`config.mk`:
```
export PLATFORM = sky130hd
export DESIGN_NAME = collision_detector
export DESIGN_NICKNAME = d
export VERILOG_FILES = /design/src/rtl/collision_detector_pkg.sv /design/src/rtl/collision_detector_overlap.sv /design/src/rtl/collision_detector.sv
export SDC_FILE = /design/constraint.sdc
export NUM_CORES = 1
export LEC_CHECK = 0
export BUFFER_PORTS_ARGS = -buffer_cell sky130_fd_sc_hd__buf_2
export CORE_MARGIN = 3
export CORE_UTILIZATION = 55
export DETAILED_ROUTE_END_ITERATION = 6
export PLACE_DENSITY = 0.8
export SLEW_MARGIN = 40
export SYNTH_ARGS = -nofsm -noshare
export SYNTH_HDL_FRONTEND = slang
export SYNTH_SLANG_ARGS = --single-unit
```
`constraint.sdc`:
```
create_clock -name i_Clk -period 9.5 [get_ports i_Clk]
set_input_delay 0.475 -clock i_Clk [delete_from_list [all_inputs] [get_ports i_Clk]]
set_output_delay 0.475 -clock i_Clk [all_outputs]
set_load 0.005 [all_outputs]
```
`src/rtl/collision_detector_pkg.sv`:
```
// Shared game definitions: packed position format, dead marker, hitbox sizes and slot counts.
// Used by the bullet generator and the collision detector.
package collision_detector_pkg;

  localparam int POS_W = 19;
  localparam int X_W   = 10;
  localparam int Y_W   = 9;
  // Overlap arithmetic width: wide enough that coordinate + hitbox size never wraps.
  localparam int CMP_W = 11;

  localparam logic [POS_W-1:0] DEAD_POSITION = 19'h7FFFF;

  localparam int BULLET_W = 6;
  localparam int BULLET_H = 20;
  localparam int OBJ_W    = 36;
  localparam int OBJ_H    = 36;

  localparam int ENEMY_SLOTS   = 15;
  localparam int PBULLET_SLOTS = 16;
  localparam int EBULLET_SLOTS = 30;

  localparam int SCORE_W   = 10;
  localparam int SCORE_MAX = 999;

  typedef struct packed {
    logic [X_W-1:0] x;
    logic [Y_W-1:0] y;
  } pos_t;

  typedef enum logic [1:0] {
    IDLE,
    SCAN_PB,
    SCAN_EB,
    DONE
  } scanState_t;

endpackage

```
`src/rtl/collision_detector_overlap.sv`:
```
// Axis-aligned hitbox overlap between a bullet box (A) and an object box (B).
// Purely combinational; no state, no flow control.
// A dead-marked position on either side never reports a hit.
module hitbox_overlap
  import collision_detector_pkg::*;
#(
  parameter int A_W = BULLET_W,
  parameter int A_H = BULLET_H,
  parameter int B_W = OBJ_W,
  parameter int B_H = OBJ_H
) (
  input  logic             i_AValid,
  input  logic [POS_W-1:0] i_APos,
  input  logic             i_BValid,
  input  logic [POS_W-1:0] i_BPos,
  output logic             o_Hit
);

  localparam logic [CMP_W-1:0] AW = CMP_W'(A_W);
  localparam logic [CMP_W-1:0] AH = CMP_W'(A_H);
  localparam logic [CMP_W-1:0] BW = CMP_W'(B_W);
  localparam logic [CMP_W-1:0] BH = CMP_W'(B_H);

  pos_t a;
  pos_t b;
  logic [CMP_W-1:0] ax, ay, bx, by;
  logic xOverlap, yOverlap, bothLive;

  assign a  = pos_t'(i_APos);
  assign b  = pos_t'(i_BPos);
  assign ax = CMP_W'(a.x);
  assign ay = CMP_W'(a.y);
  assign bx = CMP_W'(b.x);
  assign by = CMP_W'(b.y);

  assign xOverlap = (ax < bx + BW) && (bx < ax + AW);
  assign yOverlap = (ay < by + BH) && (by < ay + AH);
  assign bothLive = i_AValid && i_BValid &&
                    (i_APos != DEAD_POSITION) && (i_BPos != DEAD_POSITION);

  assign o_Hit = bothLive && xOverlap && yOverlap;

endmodule

```
`src/rtl/collision_detector.sv`:
```
// Per-frame collision scan: player bullets vs enemies, then enemy bullets vs player.
// Latency i_fTick to o_fDone is MAX_PLAYER_BULLET+MAX_ENEMY_BULLET+1 cycles.
// No backpressure; i_fTick during a scan is dropped and bullet reads expect same-cycle data.
module collision_detector
  import collision_detector_pkg::*;
#(
  parameter int MAX_ENEMY         = ENEMY_SLOTS,
  parameter int MAX_PLAYER_BULLET = PBULLET_SLOTS,
  parameter int MAX_ENEMY_BULLET  = EBULLET_SLOTS,
  parameter int BULLET_WIDTH      = BULLET_W,
  parameter int BULLET_HEIGHT     = BULLET_H,
  parameter int OBJ_WIDTH         = OBJ_W,
  parameter int OBJ_HEIGHT        = OBJ_H
) (
  input  logic                         i_Clk,
  input  logic                         i_Rst,
  input  logic                         i_fTick,
  input  logic [MAX_ENEMY-1:0]         i_EnemyState,
  input  logic [POS_W*MAX_ENEMY-1:0]   i_EnemyPosFlat,
  input  logic                         i_PlayerState,
  input  logic [POS_W-1:0]             i_PlayerPos,
  output logic [3:0]                   o_PBulletIdx,
  input  logic                         i_PBulletAlive,
  input  logic [POS_W-1:0]             i_PBulletPos,
  output logic [4:0]                   o_EBulletIdx,
  input  logic                         i_EBulletAlive,
  input  logic [POS_W-1:0]             i_EBulletPos,
  output logic [MAX_ENEMY-1:0]         o_EnemyKill,
  output logic [MAX_PLAYER_BULLET-1:0] o_PBulletKill,
  output logic [MAX_ENEMY_BULLET-1:0]  o_EBulletKill,
  output logic                         o_fPlayerHit,
  output logic                         o_fDone,
  output logic                         o_Busy,
  output logic [SCORE_W-1:0]           o_Score
);

  localparam logic [4:0] LAST_PB = 5'(MAX_PLAYER_BULLET - 1);
  localparam logic [4:0] LAST_EB = 5'(MAX_ENEMY_BULLET - 1);
  localparam logic [SCORE_W:0] SCORE_CAP = (SCORE_W+1)'(SCORE_MAX);

  scanState_t state, stateNxt;
  logic [4:0] idx, idxNxt;

  logic [MAX_ENEMY-1:0]         enemyKillW, enemyKillNxt;
  logic [MAX_PLAYER_BULLET-1:0] pBulletKillW, pBulletKillNxt;
  logic [MAX_ENEMY_BULLET-1:0]  eBulletKillW, eBulletKillNxt;
  logic                         playerHitW, playerHitNxt;

  logic [MAX_ENEMY-1:0] enemyOverlap;
  logic [MAX_ENEMY-1:0] enemyHitLow;
  logic                 eBulletHit;
  logic                 scanEnd;

  logic [SCORE_W:0] killCount;
  logic [SCORE_W:0] scoreSum;
  logic [SCORE_W-1:0] scoreNxt;

  // Enemies already killed this scan are masked off so later bullets pass through them.
  for (genvar k = 0; k < MAX_ENEMY; k++) begin : gEnemyHit
    hitbox_overlap #(
      .A_W(BULLET_WIDTH), .A_H(BULLET_HEIGHT), .B_W(OBJ_WIDTH), .B_H(OBJ_HEIGHT)
    ) uOverlap (
      .i_AValid(i_PBulletAlive),
      .i_APos  (i_PBulletPos),
      .i_BValid(i_EnemyState[k] & ~enemyKillW[k]),
      .i_BPos  (i_EnemyPosFlat[POS_W*k +: POS_W]),
      .o_Hit   (enemyOverlap[k])
    );
  end

  hitbox_overlap #(
    .A_W(BULLET_WIDTH), .A_H(BULLET_HEIGHT), .B_W(OBJ_WIDTH), .B_H(OBJ_HEIGHT)
  ) uPlayerHit (
    .i_AValid(i_EBulletAlive),
    .i_APos  (i_EBulletPos),
    .i_BValid(i_PlayerState),
    .i_BPos  (i_PlayerPos),
    .o_Hit   (eBulletHit)
  );

  // Isolate the lowest set bit: a bullet is consumed by one enemy only.
  assign enemyHitLow = enemyOverlap & (-enemyOverlap);

  always_comb begin
    stateNxt       = state;
    idxNxt         = idx;
    enemyKillNxt   = enemyKillW;
    pBulletKillNxt = pBulletKillW;
    eBulletKillNxt = eBulletKillW;
    playerHitNxt   = playerHitW;
    unique case (state)
      IDLE: begin
        if (i_fTick) begin
          stateNxt       = SCAN_PB;
          idxNxt         = '0;
          enemyKillNxt   = '0;
          pBulletKillNxt = '0;
          eBulletKillNxt = '0;
          playerHitNxt   = 1'b0;
        end
      end
      SCAN_PB: begin
        if (|enemyOverlap) begin
          enemyKillNxt              = enemyKillW | enemyHitLow;
          pBulletKillNxt[idx[3:0]] = 1'b1;
        end
        if (idx == LAST_PB) begin
          stateNxt = SCAN_EB;
          idxNxt   = '0;
        end else begin
          idxNxt = idx + 5'd1;
        end
      end
      SCAN_EB: begin
        if (eBulletHit) begin
          eBulletKillNxt[idx] = 1'b1;
          playerHitNxt        = 1'b1;
        end
        if (idx == LAST_EB) begin
          stateNxt = DONE;
          idxNxt   = '0;
        end else begin
          idxNxt = idx + 5'd1;
        end
      end
      DONE: begin
        stateNxt = IDLE;
        idxNxt   = '0;
      end
      default: begin
        stateNxt = IDLE;
        idxNxt   = '0;
      end
    endcase
  end

  // Results are published on the edge entering DONE so they are valid alongside o_fDone.
  assign scanEnd = (state == SCAN_EB) && (idx == LAST_EB);

  always_comb begin
    killCount = '0;
    for (int i = 0; i < MAX_ENEMY; i++) begin
      killCount = killCount + (SCORE_W+1)'(enemyKillNxt[i]);
    end
  end

  assign scoreSum = (SCORE_W+1)'(o_Score) + killCount;
  assign scoreNxt = (scoreSum > SCORE_CAP) ? SCORE_CAP[SCORE_W-1:0] : scoreSum[SCORE_W-1:0];

  always_ff @(posedge i_Clk) begin
    if (!i_Rst) begin
      state         <= IDLE;
      idx           <= '0;
      enemyKillW    <= '0;
      pBulletKillW  <= '0;
      eBulletKillW  <= '0;
      playerHitW    <= 1'b0;
      o_EnemyKill   <= '0;
      o_PBulletKill <= '0;
      o_EBulletKill <= '0;
      o_fPlayerHit  <= 1'b0;
      o_Score       <= '0;
    end else begin
      state        <= stateNxt;
      idx          <= idxNxt;
      enemyKillW   <= enemyKillNxt;
      pBulletKillW <= pBulletKillNxt;
      eBulletKillW <= eBulletKillNxt;
      playerHitW   <= playerHitNxt;
      if (scanEnd) begin
        o_EnemyKill   <= enemyKillNxt;
        o_PBulletKill <= pBulletKillNxt;
        o_EBulletKill <= eBulletKillNxt;
        o_fPlayerHit  <= playerHitNxt;
        o_Score       <= scoreNxt;
      end
    end
  end

  assign o_Busy       = (state != IDLE);
  assign o_fDone      = (state == DONE);
  assign o_PBulletIdx = (state == SCAN_PB) ? idx[3:0] : 4'd0;
  assign o_EBulletIdx = (state == SCAN_EB) ? idx : 5'd0;

endmodule

```
==> metrics.txt <==
status=complete, but fails checks; failing checks=DRC; layout cells sized above 1=18.3%; # port buffers=445; clock buffer count from CTS=17; routability cong.=1.05; maximum vdd drop=~0.14 mV; CP Launch Type=primary input; max-slew violation count=0; CTS max path bufs=2; most used cell, CP=fa_1; CTS Sinks=141; Hold Slack=448 ps; Yosys reg bits=141; die area=0.0435 mm^2; nets@finish=4,173; I/O pin total=446; final setup fails=0; drt drc=19; hold buffer count at cts=0; WL/cell=24.1 um; final worst-path cycle share=roughly nine tenths; Worst Tran Pin Value=around 900 ps; FFs w/ async S/R, synth=0%; Netlist cell types=92; power per cell area=between 100 and 150 mW/mm^2; Critical Path Fanout Max=9; DR iter-0 viols=2,183; H-Tree Depth=4; Setup crit end kind=flip-flop; clk_lat worst skew=roughly 430 ps; vias in the first global route=24,700; RSZ-0062 raised after global routing=false; kind of critical path=in -> reg; Vias per Instance=6.62; Hold WC Path Type=reg -> reg; gr ovfl total=0; die extent in x=around 210 um; Yosys Warn Count=0; sequential-to-total area share from yosys stat=12.5%; slowest cell on the critical path=a21oi_1; Main synth FF type=dfxtp_1; GRT Util Overall=40.0%; post-CTS resize count=0; post-route minimum period=8670 ps; Setup TNS=0 ps; global-route wire length before repair=~140,000 um; row count=73; clk_skew=between 15 and 20 ps; chip height=209 um; CP peak stage delay=520 ps; Syn Nets=3,725; Vias=25,200; CTS clk-pin slew, worst paths=70 ps; Leak=12.3 nW; Slew headroom=38.9%; WP data required=around 10000 ps; P&R area growth vs syn=16.5%; Mapped Cells=2,796; largest net degree at the start of global routing=104; DR pass1 iterations=7; Mapped Avg Cell Area=8.08 um^2; number of synthesized flops with an enable pin=0; Starting Density=between 50% and 60%; Core Area=0.0402 mm^2; dpl hpwl=72,700 um; WP data arrival=roughly 9000 ps; WL final=91,500 um; CTS tree=built; Cell Area, Synth=0.0226 mm^2; Setup Buffers After CTS=0; ANT nets after route=0; antenna violations before repair=18; Fmax=~120 MHz; Max-Cap Viols=0; endpoints failing hold=0; Root Driver=clkbuf_16
-- metal layers --
layer / track usage, % / vias up / wire (um)
met4: 23.7 / 8 / 6280
met1: 50.4 / 11800 / 36100
met3: 6.70 / 377 / 8730
li1: - / 11500 / -
met5: 0 / - / 64
met2: 64.3 / 1410 / 40300
-- flip-flops by register name, indices dropped and copies added (netlist names) --
register and flops:
o_PBulletKill 16, pBulletKillW 16, o_fPlayerHit 1, eBulletKillW 30, o_EnemyKill 15, enemyKillW 15
state 2, o_EBulletKill 30, idx 5, playerHitW 1, o_Score 10
-- metrics by stage --
stage	util (%)	std cells	area [um^2]	power (mW)	setup WS (ps)
2_1_floorplan	-	2796	22600	1.46	1490
3_3_place_gp	63.7	3750	25600	1.90	781
3_5_place_dp	63.8	3750	25600	1.96	604
4_1_cts	65.4	3782	26300	2.68	1010
5_1_grt	65.5	3793	26300	2.89	395
6_report	65.5	3800	26300	2.72	833
-- cell usage in the layout (no fill, tap or decap), drive strengths merged, types with 47 or more instances in the layout --
cell     n
o21ai  177
nor2   169
xor2   110
buf    495
a21oi  234
dfxtp  141
a21o    47
nand3  109
ha     555
xnor2  102
nand2  218
nand4   80
inv    131
o21a    49
-- Yosys cell counts (all sizes together) (32+ instances only) --
cell     number  share of area [%]
ha          555                 31
inv         121                2.0
nand2b       45                1.2
xor2        110                4.3
o2111ai      45                1.8
clkbuf       52               0.86
nand2       218                3.6
o21ai       177                4.2
nand3       109                2.4
a21o         47                1.6
a21oi       234                5.2
o21a         49                1.7
nor2        169                2.9
a211oi       38                1.3
xnor2       102                4.0
nor2b        44                1.2
nand4        80                2.2
and3         44                1.2
or4          32                1.1
dfxtp       141                 12
-- critical path: cells and delay by family --
family | cells | cell delay (ps)
fa+ha+maj | 7 | 2840
compound gates | 12 | 3130
simple gates | 7 | 1100
xor+xnor | 2 | 640
buf+inv | 5 | 770
-- power breakdown --
part | switching [mW] | internal (mW) | total [mW]
logic | 0.854 | 0.527 | 1.38
clock network | 0.298 | 0.429 | 0.727
registers | 0.00877 | 0.599 | 0.608
-- cells by family (layout without fill, tap and decap cells) --
kind of cell             count (synthesis)  count (layout)  share of synthesized area (%)
AO/OA/AOI/OAI                          810             810                           23.7
XOR/XNOR                               212             212                           8.32
adder cells (fa/ha/maj)                573             573                           32.0
buffers and inverters                  188             649                           3.46
flip-flops                             141             141                           12.5
other                                    0              18                              0
AND/OR/NAND/NOR                        872             872                           20.0
-- path summary, 6_finish.rpt --
| kind | startpoint | end | slack (ps) | cells past startpoint |
|---|---|---|---|---|
| min | o_PBulletKill[2] | o_PBulletKill[2] | 450 | 2 |
| max | i_PBulletPos[4] | o_Score[6] | 830 | 33 |
| min reg2reg | o_PBulletKill[2] | o_PBulletKill[2] | 450 | 2 |
| max reg2reg | state[1] | o_Score[6] | 2220 | 23 |
-- layout make-up --
cell class	count	area [um^2]
tap	525	657
antenna	18	45.0
inverter	122	458
fill	3515	13900
sequential	141	2820
multi-input combinational	2467	19100
clock buffer	17	425
timing repair buffer	495	2610
clock inverter	15	213
(Power assumes the default switching activity.)
